**src/rtl/ctrl_pkg.sv**
```systemverilog
// Shared encodings for the single-cycle RV32I-subset controller: opcodes,
// control-field codes, the packed control word and the sequencer states.
package ctrl_pkg;

  localparam logic [6:0] OP_R      = 7'b0110011;
  localparam logic [6:0] OP_I      = 7'b0010011;
  localparam logic [6:0] OP_LOAD   = 7'b0000011;
  localparam logic [6:0] OP_STORE  = 7'b0100011;
  localparam logic [6:0] OP_BRANCH = 7'b1100011;
  localparam logic [6:0] OP_JAL    = 7'b1101111;
  localparam logic [6:0] OP_JALR   = 7'b1100111;
  localparam logic [6:0] OP_SYSTEM = 7'b1110011;

  localparam logic [2:0] F3_ADDSUB = 3'b000;
  localparam logic [2:0] F3_SLT    = 3'b010;
  localparam logic [2:0] F3_XOR    = 3'b100;
  localparam logic [2:0] F3_OR     = 3'b110;
  localparam logic [2:0] F3_AND    = 3'b111;
  localparam logic [2:0] F3_WORD   = 3'b010;
  localparam logic [2:0] F3_BEQ    = 3'b000;
  localparam logic [2:0] F3_BNE    = 3'b001;
  localparam logic [2:0] F3_JALR   = 3'b000;

  typedef enum logic [2:0] {
    ALU_ADD = 3'b000,
    ALU_SUB = 3'b001,
    ALU_AND = 3'b010,
    ALU_OR  = 3'b011,
    ALU_XOR = 3'b100,
    ALU_SLT = 3'b101
  } alu_op_t;

  typedef enum logic [1:0] {
    IMM_I = 2'b00,
    IMM_S = 2'b01,
    IMM_B = 2'b10,
    IMM_J = 2'b11
  } imm_ctl_t;

  typedef enum logic [1:0] {
    PC_PLUS4 = 2'b00,
    PC_IMM   = 2'b01,
    PC_ALU   = 2'b10
  } pc_src_t;

  typedef enum logic [1:0] {
    RES_ALU = 2'b00,
    RES_MEM = 2'b01,
    RES_PC4 = 2'b10
  } res_src_t;

  typedef enum logic [1:0] {
    S_IDLE = 2'b00,
    S_RUN  = 2'b01,
    S_STEP = 2'b10,
    S_HALT = 2'b11
  } state_t;

  typedef struct packed {
    res_src_t res_src;
    pc_src_t  pc_src;
    alu_op_t  alu_op;
    logic     reg_wr;
    logic     mem_wr;
    imm_ctl_t imm_ctl;
    logic     alu_src_b;
  } ctrl_word_t;

  localparam ctrl_word_t CTRL_NOP = '{
    res_src:   RES_ALU,
    pc_src:    PC_PLUS4,
    alu_op:    ALU_ADD,
    reg_wr:    1'b0,
    mem_wr:    1'b0,
    imm_ctl:   IMM_I,
    alu_src_b: 1'b0
  };

  function automatic logic alu_f3_legal(input logic [2:0] f3);
    return (f3 == F3_ADDSUB) || (f3 == F3_SLT) || (f3 == F3_XOR) ||
           (f3 == F3_OR) || (f3 == F3_AND);
  endfunction

  // The SUB selector only matters for f3=000; I-type callers pass 0.
  function automatic alu_op_t alu_from_f3(input logic [2:0] f3, input logic sub);
    alu_op_t op;
    case (f3)
      F3_ADDSUB: op = sub ? ALU_SUB : ALU_ADD;
      F3_AND:    op = ALU_AND;
      F3_OR:     op = ALU_OR;
      F3_XOR:    op = ALU_XOR;
      F3_SLT:    op = ALU_SLT;
      default:   op = ALU_ADD;
    endcase
    return op;
  endfunction

endpackage

```
**src/rtl/ctrl_decoder.sv**
```systemverilog
// Purely combinational instruction decoder producing the datapath control
// word and flagging stop (ecall or illegal) instructions.
module ctrl_decoder
  import ctrl_pkg::*;
(
  input  logic [6:0] opcode,
  input  logic [2:0] f3,
  input  logic       f7_bit6,
  input  logic       zero,
  output ctrl_word_t ctrl,
  output logic       is_stop,
  output logic       is_illegal
);

  always_comb begin
    ctrl       = CTRL_NOP;
    is_stop    = 1'b0;
    is_illegal = 1'b0;

    case (opcode)
      OP_R: begin
        if (alu_f3_legal(f3)) begin
          ctrl.alu_op = alu_from_f3(f3, f7_bit6);
          ctrl.reg_wr = 1'b1;
        end else begin
          is_illegal = 1'b1;
        end
      end

      OP_I: begin
        if (alu_f3_legal(f3)) begin
          ctrl.alu_op    = alu_from_f3(f3, 1'b0);
          ctrl.alu_src_b = 1'b1;
          ctrl.reg_wr    = 1'b1;
        end else begin
          is_illegal = 1'b1;
        end
      end

      OP_LOAD: begin
        if (f3 == F3_WORD) begin
          ctrl.alu_src_b = 1'b1;
          ctrl.res_src   = RES_MEM;
          ctrl.reg_wr    = 1'b1;
        end else begin
          is_illegal = 1'b1;
        end
      end

      OP_STORE: begin
        if (f3 == F3_WORD) begin
          ctrl.alu_src_b = 1'b1;
          ctrl.imm_ctl   = IMM_S;
          ctrl.mem_wr    = 1'b1;
        end else begin
          is_illegal = 1'b1;
        end
      end

      // Branch compares via SUB; the ALU zero flag picks the target.
      OP_BRANCH: begin
        if (f3 == F3_BEQ || f3 == F3_BNE) begin
          ctrl.alu_op  = ALU_SUB;
          ctrl.imm_ctl = IMM_B;
          if ((f3 == F3_BEQ) ? zero : ~zero)
            ctrl.pc_src = PC_IMM;
        end else begin
          is_illegal = 1'b1;
        end
      end

      OP_JAL: begin
        ctrl.imm_ctl = IMM_J;
        ctrl.pc_src  = PC_IMM;
        ctrl.res_src = RES_PC4;
        ctrl.reg_wr  = 1'b1;
      end

      OP_JALR: begin
        if (f3 == F3_JALR) begin
          ctrl.alu_src_b = 1'b1;
          ctrl.pc_src    = PC_ALU;
          ctrl.res_src   = RES_PC4;
          ctrl.reg_wr    = 1'b1;
        end else begin
          is_illegal = 1'b1;
        end
      end

      OP_SYSTEM: is_stop = 1'b1;

      default: is_illegal = 1'b1;
    endcase

    // Illegal encodings present an all-quiet control word.
    if (is_illegal) begin
      ctrl    = CTRL_NOP;
      is_stop = 1'b1;
    end
  end

endmodule

```
**src/rtl/single_cycle_ctrl.sv**
```systemverilog
// Run/step/pause/halt sequencer for the single-cycle datapath: gates the
// datapath clock-enable and write strobes, and keeps debug counters.
module single_cycle_ctrl
  import ctrl_pkg::*;
#(
  parameter int CNT_W    = 32,
  parameter bit AUTO_RUN = 1'b0
) (
  input  logic             i_clk,
  input  logic             i_rst,
  input  logic [6:0]       i_opcode,
  input  logic [2:0]       i_f3,
  input  logic             i_f7_bit6,
  input  logic             i_zero,
  input  logic             i_run,
  input  logic             i_step,
  input  logic             i_halt_req,
  output logic [1:0]       o_res_src,
  output logic [1:0]       o_pc_src,
  output logic [2:0]       o_alu_op,
  output logic             o_reg_wr,
  output logic             o_mem_wr,
  output logic [1:0]       o_imm_ctl,
  output logic             o_alu_src_b,
  output logic             o_clk_enable,
  output logic             o_halted,
  output logic             o_illegal,
  output logic [CNT_W-1:0] o_cycle_cnt,
  output logic [CNT_W-1:0] o_retired_cnt
);

  localparam state_t RESET_STATE = AUTO_RUN ? S_RUN : S_IDLE;

  ctrl_word_t ctrl;
  logic       is_stop;
  logic       is_illegal;
  state_t     state;
  logic       active;

  ctrl_decoder u_decoder (
    .opcode     (i_opcode),
    .f3         (i_f3),
    .f7_bit6    (i_f7_bit6),
    .zero       (i_zero),
    .ctrl       (ctrl),
    .is_stop    (is_stop),
    .is_illegal (is_illegal)
  );

  // Enable is combinational so a stop instruction never commits.
  assign active       = (state == S_RUN) || (state == S_STEP);
  assign o_clk_enable = active & ~is_stop & ~i_rst;

  assign o_res_src   = ctrl.res_src;
  assign o_pc_src    = ctrl.pc_src;
  assign o_alu_op    = ctrl.alu_op;
  assign o_imm_ctl   = ctrl.imm_ctl;
  assign o_alu_src_b = ctrl.alu_src_b;
  assign o_reg_wr    = ctrl.reg_wr & o_clk_enable;
  assign o_mem_wr    = ctrl.mem_wr & o_clk_enable;

  always_ff @(posedge i_clk) begin
    if (i_rst) begin
      state     <= RESET_STATE;
      o_halted  <= 1'b0;
      o_illegal <= 1'b0;
    end else begin
      case (state)
        S_IDLE: begin
          if (i_run)
            state <= S_RUN;
          else if (i_step)
            state <= S_STEP;
        end
        S_RUN: begin
          if (is_stop) begin
            state     <= S_HALT;
            o_halted  <= 1'b1;
            o_illegal <= is_illegal;
          end else if (i_halt_req || !i_run) begin
            state <= S_IDLE;
          end
        end
        S_STEP: begin
          if (is_stop) begin
            state     <= S_HALT;
            o_halted  <= 1'b1;
            o_illegal <= is_illegal;
          end else begin
            state <= S_IDLE;
          end
        end
        S_HALT: state <= S_HALT;
        default: state <= S_IDLE;
      endcase
    end
  end

  // Both counters track committed cycles; kept apart for multi-cycle reuse.
  always_ff @(posedge i_clk) begin
    if (i_rst) begin
      o_cycle_cnt   <= '0;
      o_retired_cnt <= '0;
    end else if (o_clk_enable) begin
      o_cycle_cnt   <= o_cycle_cnt + CNT_W'(1);
      o_retired_cnt <= o_retired_cnt + CNT_W'(1);
    end
  end

endmodule

```
**config.mk**
```make
export PLATFORM = sky130hd
export DESIGN_NAME = single_cycle_ctrl
export DESIGN_NICKNAME = d
export VERILOG_FILES = /design/src/rtl/ctrl_pkg.sv /design/src/rtl/ctrl_decoder.sv /design/src/rtl/single_cycle_ctrl.sv
export SDC_FILE = /design/constraint.sdc
export NUM_CORES = 1
export LEC_CHECK = 0
export CORE_AREA = 2 2 86 88
export CTS_CLUSTER_SIZE = 30
export DETAILED_ROUTE_END_ITERATION = 7
export DIE_AREA = 0 0 88 90
export PLACE_DENSITY = 0.85
export SLEW_MARGIN = 0
export SYNTH_ARGS = -nofsm -noshare
export SYNTH_HDL_FRONTEND = slang
export SYNTH_HIERARCHICAL = 1
export SYNTH_SLANG_ARGS = --single-unit
```
**constraint.sdc**
```tcl
create_clock -name i_clk -period 4.65 [get_ports i_clk]
set_input_delay 0.6975 -clock i_clk [delete_from_list [all_inputs] [get_ports i_clk]]
set_output_delay 0.6975 -clock i_clk [all_outputs]
set_load 0.01 [all_outputs]
```
---- Word-level counts from Yosys, hierarchy flattened ----
Cells that the tools add are included.
storage, ports and cells
  register bits after elaboration ......... 68
  output and inout port bits .............. 79
  word-level logic and storage cells ...... 84
operators by class
  $add $sub $neg .......................... 2
  equality and inequality tests ........... 18
  mux-type cells .......................... 36
  bitwise operators ....................... 7
  reductions and logical operators ........ 16
operators with widths
  kind                                                                    count
  32-bit by 1-bit adder with 32-bit output (second input constant)        2
  7-bit equality test (second input constant)                             4
  4-bit two-way mux                                                       5
  2-bit case mux with 3 select lines                                      3
  3-bit case mux with 5 select lines                                      1
  7-bit by 6-bit equality test with 1-bit output (second input constant)  2
  1-bit two-way mux                                                       14
  12-bit two-way mux                                                      1
  2-bit two-way mux                                                       6
  3-bit case mux with 4 select lines                                      1
  1-bit case mux with 5 select lines                                      2
  3-bit equality test (second input constant)                             3
  3-bit case mux with 3 select lines                                      1
  2-bit case mux with 4 select lines                                      1
  2-bit OR reduction                                                      4
  7-bit by 2-bit equality test with 1-bit output (second input constant)  1
  7-bit by 5-bit equality test with 1-bit output (second input constant)  1
  1-bit logical OR                                                        7
  1-bit AND                                                               4
  2-bit equality test (second input constant)                             2
  1-bit case mux with 4 select lines                                      1
  2-bit AND reduction                                                     2
  3-bit by 1-bit equality test with 1-bit output (second input constant)  1
  3-bit by 2-bit equality test with 1-bit output (second input constant)  1
  7 further kinds                                                         9

---- Logic depth before layout (Yosys ltp) ----
Gate-level depths: netlist of the first run.
  word-level depth ........................ 12
  mapped depth ............................ 11
  mapped depth without buffers ............ 7

---- Cells and area by module ----
Netlist of the first run, hierarchy kept.
modules (own cells, without submodules)
  module             instances  cells an instance  area each (µm²)  seq. area each (µm²)
  single_cycle_ctrl  1          397                3331.9           1361.3
  ctrl_decoder       1          48                 310.3            0.0

---- Worst setup path before layout of the first run ----
OpenSTA, ideal clock, no wires.
  path kind ............................... input to output
  start point ............................. input i_f3[2]
  end point ............................... output o_mem_wr
  data arrival time ....................... 2686 ps
  path slack .............................. 1266 ps
  cell stages on the path ................. 10
  path buffers ............................ 4
  path through ............................ buf_4 -> a21bo_1 -> a2111o_1 -> o2111ai_1 -> buf_6 -> or3b_4 -> clkbuf_1 -> clkbuf_1 -> inv_1 -> and2_1
between the ends
  cells in the longest elaborated chain, start to end .. 12
ends and longest elaborated chain
  what                                                                                 line                                    source
  start: declaration                                                                   single_cycle_ctrl.sv:12                 input logic [2:0] i_f3,
  3-bit by 2-bit equality test with 1-bit output or 3-bit logical NOT (tied branches)  n/a
  1-bit logical OR (3 in series)                                                       ctrl_pkg.sv:80                          return (f3 == F3_ADDSUB) || (f3 == F3_SLT) || (f3 == F3_XOR) ||
  1-bit logical OR                                                                     ctrl_pkg.sv:81                          (f3 == F3_OR) || (f3 == F3_AND);
  1-bit two-way mux                                                                    ctrl_decoder.sv:22, ctrl_decoder.sv:31
  1-bit case mux with 5 select lines *                                                 ctrl_decoder.sv:20                      case (opcode)
  1-bit two-way mux *                                                                  ctrl_decoder.sv:96                      if (is_illegal) begin
  via is_stop                                                                          single_cycle_ctrl.sv:35                 logic is_stop;
  1-bit NOT *                                                                          single_cycle_ctrl.sv:52                 assign o_clk_enable = active & ~is_stop & ~i_rst;
  1-bit AND * (2 in series)                                                            single_cycle_ctrl.sv:52
  via o_clk_enable                                                                     single_cycle_ctrl.sv:25                 output logic o_clk_enable,
  1-bit AND *                                                                          single_cycle_ctrl.sv:60                 assign o_mem_wr = ctrl.mem_wr & o_clk_enable;
  end: declaration                                                                     single_cycle_ctrl.sv:22                 output logic o_mem_wr,
The timed path passes the listed nets; every way through them passes the cells marked *.

---- Worst setup path in the final report of the first run ----
  start point ............................. input i_f3[1]
  end point ............................... output o_mem_wr
between the ends
  cells in the longest elaborated chain, start to end .. 12
ends and longest elaborated chain
  what                                                                                 line
  3-bit by 2-bit equality test with 1-bit output or 3-bit logical NOT (tied branches)  n/a
  1-bit logical OR (3 in series)                                                       ctrl_pkg.sv:80
  1-bit logical OR                                                                     ctrl_pkg.sv:81
  1-bit two-way mux                                                                    ctrl_decoder.sv:22, ctrl_decoder.sv:31
  1-bit case mux with 5 select lines *                                                 ctrl_decoder.sv:20
  1-bit two-way mux *                                                                  ctrl_decoder.sv:96
  via is_stop                                                                          single_cycle_ctrl.sv:35
  1-bit NOT *                                                                          single_cycle_ctrl.sv:52
  1-bit AND * (2 in series)                                                            single_cycle_ctrl.sv:52
  1-bit AND *                                                                          single_cycle_ctrl.sv:60
Marks and branches as above.

==> metrics.md, run 1 <==
| Metric | Value |
|---|---|
| Run status | complete, no violations |
| Port Buf Inserts | 95 |
| Post-Synthesis Cells | 445 |
| Hold path depth | 2 |
| Row cnt | 31 |
| Max-slew headroom | 0.4818 |
| Most frequently used flop master after synthesis | dfxtp_1 |
| RSZ-0062 raised after global routing | no |
| Worst Hold Path EP | o_illegal$_SDFFE_PP0P_ |
| Post-Synth Adder-Cell Area | 0.02061 |
| Core area | 7020 sq um |
| Mux cell area share after synthesis | 0.05359 |
| CTS tree | built |
| Fin nets | 551 |
| Min cycle time layout | 3982 ps |
| Worst hold start | o_illegal$_SDFFE_PP0P_ |
| Critical path class | in -> out |
| Worst Setup Start Kind | input port |
| CTS Buf Count | 9 |
| Setup Total Neg Slack | 0 ps |
| PwrDens | 281.9 nW/um^2 |
| Clk_lat worst skew | 350 ps |
| Setup-failing EPs final | 0 |
| Cell Chain, Critical Path | clkdlybuf4s50_1 > nor3b_1 > a2111o_1 > o2111ai_1 > or3b_4 > inv_1 > and2_1 > clkdlybuf4s50_1 |
| Io pins | 96 |
| Initial antenna violation count | 0 |
| Lkg Pwr | 1.554 nW |
| Post-DRT Antenna Nets | 0 |
| HP Class | reg -> reg |
| Clock-pin slew on the worst setup and hold paths | 70 ps |
| Fraction of layout cells with a size suffix above 1 | 0.06942 |
| Post-CTS Hold Buffers | 0 |
| Fraction of registers with async set/reset | 0 |
| Worst EP arrival | 3280 ps |
| DR pass1 iterations | 5 |
| WP buf/inv | 3 |
| Yosys top cell area share | 0.3738 |
| Syn Area/Cell | 8.185 sq um |
| Maximum vdd drop | 0.1644 mV |
| Simple logic cell fraction of the synthesized area | 0.3253 |
| Slew Limit Fails | 0 |
| Die Y | 90 um |
| Number of flops mapped to enable cells by yosys | 0 |
| Die Wd | 88 um |
| Worst-case clock buffer depth | 2 |
| R2R Path Start | state[0]$_SDFFE_PP0P_ |
| CP Capture Type | primary output |
| Hpwl dp | 6450 um |
| Routed wire length per instance | 14.70 um |
| # DRC | 0 |
| Seq/Total Area, Yosys | 0.3738 |
| Worst-path fanout max | 24 |
| Yosys reg bits | 68 |
| Post-synthesis net count | 468 |
| Max Cap Viol | 0 |
| First-pass GRT wire length | 15,210 um |
| GRT overflow | 0 |
| Area leader, netlist | dfxtp_1 |
| Tcrit/Tclk final | 0.8564 |
| Initial drt markers | 192 |
| Starting Density | 0.5188 |
| Synth Warn # | 6 |
| Clock tree sinks | 68 |
| R2R Setup Slk | 1470 ps |
| Largest net degree at the start of global routing | 81 |
| Number of H-tree levels | 3 |
| Final number of hold-violating endpoints | 0 |
| Clock skew | 11.13 ps |
| Area delta synth->final | 33.01% |
| Largest family of logic cells by synthesized area | simple AND/OR/NAND/NOR gates |
| Vias | 3,644 |
| Post-CTS Setup Bufs | 0 |
| Worst R2R Path Depth | 6 |
| Gpl congestion | 0.8671 |
| Cell variety after synth | 47 |
| Number of global-route vias before repair | 3,274 |
| Die area | 7920 sq um |
| N_diodes | 0 |
| Required @ worst endpoint | 3950 ps |
| GRT Total Usage | 0.2337 |
| CTS root buf | clkbuf_8 |
| RR Endpoint | o_cycle_cnt[22]$_SDFFE_PP0P_ |
| Post-cts resize count | 0 |
| DRT Wirelength | 9289 um |
| Max frequency | 251.1 MHz |
| Most used cell along the critical path | clkdlybuf4s50_1 |
| Compound-Gate Fraction of Synth Area | 0.1250 |
| Vias per inst | 5.766 |
| Synth top area cells | dfxtp_1 37%, a21oi_1 4.7%, nor2_1 4.6%, xnor2_1 4.3%, or4_1 3.9% |
| Mapped cell area | 3642 sq um |
| Synth Area in XOR/XNOR | 0.05290 |
| CP delay by family, top | buffers and inverters |
| Critical Path Slowest Stage Cell | clkdlybuf4s50_1 |
| Final hold slack | 455.1 ps |
| Max stage delay on crit path | 640 ps |
| Worst slew pin tran | 777.3 ps |
==> synthesized netlist by cell type, drive strengths merged (13+ instances only) <==
cell,instances
or4,19
or3,16
xnor2,18
nand3,20
nor3,16
nand2,27
dfxtp,68
o21ai,17
nand4,20
inv,16
o31ai,13
clkbuf,14
nor4,14
a21oi,34
nor2,45
==> tightest hold or removal path, cell delays in order (launching register included) <==
cell,delay [ps]
dfxtp_1,310
nand2_1,50
a21oi_1,50
==> through the flow <==
stage	instances	util	area, sq um	setup WS [ps]	power [mW]
after floorplan	445	-	3642	1266	0.7569
after detailed placement	616	0.6566	4609	443.0	0.8103
final	632	0.6901	4845	668.0	1.366
after global placement	616	0.6566	4609	586.7	0.7997
after CTS	632	0.6901	4845	672.1	1.370
after global routing	632	0.6901	4845	534.9	1.416
==> layout by cell type, fill, tap and decap left out, types with 13 or more instances in the layout <==
| cell | count |
|---|---|
| dfxtp_1 | 68 |
| nor4_1 | 14 |
| nand4_1 | 20 |
| or3_1 | 16 |
| nor2_1 | 45 |
| nand2_1 | 27 |
| inv_1 | 16 |
| or4_1 | 19 |
| nor3_1 | 15 |
| clkdlybuf4s50_1 | 94 |
| a21oi_1 | 34 |
| xnor2_1 | 18 |
| nand3_1 | 20 |
| o31ai_1 | 13 |
| o21ai_0 | 17 |
==> sequential cells by signal (all words and copies together), names as in the netlist <==
signal         flops
o_illegal          1
o_cycle_cnt       32
state              2
o_retired_cnt     32
o_halted           1
==> logic make-up (layout without fill, tap and decap cells) <==
logic type / Yosys count / count (layout)
multiplexers: 18 / 18
AO/OA/AOI/OAI: 76 / 76
adder cells (fa/ha/maj): 6 / 6
XOR/XNOR: 22 / 22
AND/OR/NAND/NOR: 214 / 214
flip-flops: 68 / 68
buffers and inverters: 41 / 129
==> power by group <==
group	leakage (nW)	total [mW]	internal, mW	switching (mW)
registers	0.549	0.612	0.599	0.0131
clock network	0.112	0.567	0.332	0.235
logic	0.894	0.186	0.0832	0.103
==> per-layer routing <==
metal  global-route usage  vias up  part of all wire
li1                     -     1792                 -
met5                    0        -                 0
met1               0.3079     1712              0.45
met3              0.03765       19             0.047
met2               0.3794      121              0.49
met4              0.08846        0             0.017
==> final cells by class <==
type	instances	area, sq um
Clock buffer	11	151.4
Fill cell	578	2176
Clock inverter	5	83.83
Timing Repair Buffer	97	960.9
Sequential cell	68	1361
Inverter	16	60.06
Tap cell	99	123.9
Multi-Input combinational cell	336	2103
==> how the worst max path moves through the flow <==
stage	startpoint	to	slack [ps]	cells after the start
final	i_f3[1]	o_mem_wr	670	8
after CTS	i_f3[1]	o_mem_wr	670	8
after detailed placement	i_f3[1]	o_cycle_cnt[22]$_SDFFE_PP0P_	440	8
after global placement	i_f3[1]	o_cycle_cnt[22]$_SDFFE_PP0P_	590	8
after floorplan	i_f3[2]	o_mem_wr	1270	10
after global routing	i_f3[1]	o_reg_wr	530	8
No activity file was read; power rests on OpenSTA's default activity.
==> run 2, diff against run 1 <==
--- a/config.mk
+++ b/config.mk
@@ -6,10 +6,9 @@
 export NUM_CORES = 1
 export LEC_CHECK = 0
 export CORE_AREA = 2 2 86 88
-export CTS_CLUSTER_SIZE = 30
 export DETAILED_ROUTE_END_ITERATION = 7
 export DIE_AREA = 0 0 88 90
-export PLACE_DENSITY = 0.85
+export PLACE_DENSITY = 0.95
 export SLEW_MARGIN = 0
 export SYNTH_ARGS = -nofsm -noshare
 export SYNTH_HDL_FRONTEND = slang
==> run 2 against run 1 <==
Compared with the run above:
- final cell count unchanged
- hold slack better by 49 ps
- largest power group unchanged
- clock skew down 4.7 ps
- critical path type unchanged
- wire length up 4.7%
- register-to-register slack better by 70 ps
- largest cell class unchanged
- final area up 0.28%
- first-iteration DRC count up 16%
==> metrics.md, run 2 (synthesized netlist as in run 1, its figures left out) <==
| Metric | Value |
|---|---|
| Critical path class | in -> out |
| Post-cts resize count | 0 (unchanged) |
| WP buf/inv | 3 (unchanged) |
| Worst-path fanout max | 24 (unchanged) |
| Fin nets | 551 (unchanged) |
| Worst Hold Path EP | o_cycle_cnt[31]$_SDFFE_PP0P_ |
| Maximum vdd drop | 0.1669 mV (+1.5%) |
| Worst EP arrival | 3300 ps (+20 ps) |
| Post-CTS Hold Buffers | 0 (unchanged) |
| Clock skew | 6.406 ps (-4.729 ps) |
| RSZ-0062 raised after global routing | no |
| Worst hold start | o_cycle_cnt[31]$_SDFFE_PP0P_ |
| Max-slew headroom | 0.4628 (-0.01901) |
| Final number of hold-violating endpoints | 0 (unchanged) |
| Port Buf Inserts | 95 (unchanged) |
| Routed wire length per instance | 15.39 um (+4.7%) |
| Most used cell along the critical path | clkdlybuf4s50_1 |
| Vias | 3,715 (+1.9%) |
| HP Class | reg -> reg |
| GRT Total Usage | 0.2525 (+0.01883) |
| Clock tree sinks | 68 (unchanged) |
| Initial antenna violation count | 0 (unchanged) |
| Clk_lat worst skew | 350 ps (about the same) |
| Post-DP Area | 4609 sq um (unchanged) |
| Fraction of layout cells with a size suffix above 1 | 0.06942 (unchanged) |
| Setup-failing EPs final | 0 (unchanged) |
| Largest registers | o_cycle_cnt (32), o_retired_cnt (32), state (2) |
| CTS Buf Count | 9 (unchanged) |
| Starting Density | 0.5188 (unchanged) |
| Hpwl dp | 6831 um (+5.9%) |
| Worst slew pin tran | 805.8 ps (+28.52 ps) |
| Slew Limit Fails | 0 (unchanged) |
| N_diodes | 0 (unchanged) |
| Final instance area | 4858 sq um (+0.28%) |
| Gpl congestion | 0.8425 (-2.8%) |
| Max stage delay on crit path | 640 ps (about the same) |
| Int Power | 1.054 mW (+3.8%) |
| Overall Power | 1.405 mW (+2.9%) |
| Hold path depth | 1 (-1) |
| CTS root buf | clkbuf_8 |
| Number of H-tree levels | 3 (unchanged) |
| Max frequency | 250.1 MHz (-0.42%) |
| Area delta synth->final | 33.39% |
| Post-DRT Antenna Nets | 0 (unchanged) |
| Core area | 7020 sq um (unchanged) |
| Switching Fraction | 0.2499 (-0.007118) |
| DRT Wirelength | 9727 um (+4.7%) |
| CP delay by family, top | buffers and inverters |
| PwrDens | 289.1 nW/um^2 (+2.6%) |
| Setup Total Neg Slack | 0 ps (unchanged) |
| GRT overflow | 0 (unchanged) |
| Lkg Pwr | 1.565 nW (+0.69%) |
| Tcrit/Tclk final | 0.8600 (+0.003656) |
| Initial drt markers | 223 (+16%) |
| Clock-pin slew on the worst setup and hold paths | 70 ps (about the same) |
| CTS tree | built |
| Required @ worst endpoint | 3950 ps (about the same) |
| R2R Path Start | state[0]$_SDFFE_PP0P_ |
| Vias per inst | 5.878 (+1.9%) |
| Run status | complete, no violations |
| Row cnt | 31 (unchanged) |
| Critical Path Slowest Stage Cell | clkdlybuf4s50_1 |
| R2R Setup Slk | 1540 ps (+70 ps) |
| Worst Setup Start Kind | input port |
| Flop pwr share | 0.437 (-0.012) |
| Number of global-route vias before repair | 3,511 (+7.2%) |
| Largest net degree at the start of global routing | 81 (unchanged) |
| Die area | 7920 sq um (unchanged) |
| DR pass1 iterations | 5 (unchanged) |
| Worst-case clock buffer depth | 2 (unchanged) |
| Cell Chain, Critical Path | clkdlybuf4s50_1 > nor3b_1 > a2111o_1 > o2111ai_1 > or3b_4 > inv_1 > and2_1 > clkdlybuf4s50_1 |
| Die Y | 90 um (unchanged) |
| Layout filler cell count | 588 (+1.7%) |
| Power share of the clock group | 0.431 (+0.016) |
| CP Capture Type | primary output |
| Psw | 351.0 uW (about the same) |
| Final core utilization | 0.6920 (+0.001961) |
| Most frequent cells in the layout | 94 x clkdlybuf4s50_1, 68 x dfxtp_1, 45 x nor2_1 |
| Io pins | 96 (unchanged) |
| RR Endpoint | o_cycle_cnt[23]$_SDFFE_PP0P_ |
| # DRC | 0 (unchanged) |
| Min cycle time layout | 3999 ps (+17.00 ps) |
| Die Wd | 88 um (unchanged) |
| Most common cell after layout, fill and taps aside | clkdlybuf4s50_1 |
| First-pass GRT wire length | 16,280 um (+7.0%) |
| Worst R2R Path Depth | 6 (unchanged) |
| Post-CTS Setup Bufs | 0 (unchanged) |
| Combinational Power Share | 0.132 (-0.004) |
| Max Cap Viol | 0 (unchanged) |
-- run 2: cell count changes in the layout (fill, tap and decap cells not counted) --
cell	before	now
clkinvlp_4	2	1
bufinv_16	2	3
clkbuf_8	11	10
clkinv_2	0	1
-- run 2: how the worst max path moves through the flow --
stage / from / end / slack, ps / cells past startpoint
after floorplan: i_f3[2] / o_mem_wr / 1270 / 10
after global placement: i_f3[1] / o_cycle_cnt[22]$_SDFFE_PP0P_ / 600 / 8
after detailed placement: i_f3[1] / o_cycle_cnt[23]$_SDFFE_PP0P_ / 520 / 8
after CTS: i_f3[1] / o_reg_wr / 660 / 8
after global routing: i_f3[1] / o_mem_wr / 490 / 8
final: i_f3[1] / o_reg_wr / 650 / 8
-- run 2: per-layer routing --
layer / GRT usage / vias to the layer above / part of all wire
met3: 0.04224 / 17 / 0.054
li1: - / 1793 / -
met5: 0 / - / 0
met2: 0.4324 / 132 / 0.51
met4: 0.1013 / 0 / 0.022
met1: 0.3087 / 1773 / 0.42
-- run 2: layout make-up --
type                       instances  area, sq um  share of cell area
clock buffer                      10        137.6             0.02833
tap                               99        123.9             0.02550
timing repair buffer              97        960.9              0.1978
clock inverter                     6        111.4             0.02292
sequential                        68         1361              0.2802
inverter                          16        60.06             0.01236
multi-input combinational        336         2103              0.4329
-- run 2: power by group through the flow --
stage          clock network, mW  logic [mW]  registers [mW]
5_1_grt                    0.636       0.204           0.617
3_5_place_dp                   0       0.183           0.627
4_1_cts                    0.612       0.185           0.614
2_1_floorplan                  0       0.130           0.627
6_report                   0.605       0.186           0.614
3_3_place_gp                   0       0.174           0.624
-- run 2: through the flow --
step | setup slack [ps] | hold WS, ps | cells
after CTS | 662.8 | 506.9 | 632
after detailed placement | 520.7 | 467.2 | 616
final | 651.0 | 503.9 | 632
after global placement | 600.0 | 453.8 | 616
after floorplan | 1266 | 478.4 | 445
after global routing | 487.3 | 525.6 | 632
-- run 2: worst reg2reg max path, cell delays in order, from the launching register on --
cell and delay, ps:
dfxtp_1 390, inv_1 80, ha_1 450, or3b_4 550
or4_1 760, nor4_1 410, mux2_2 380
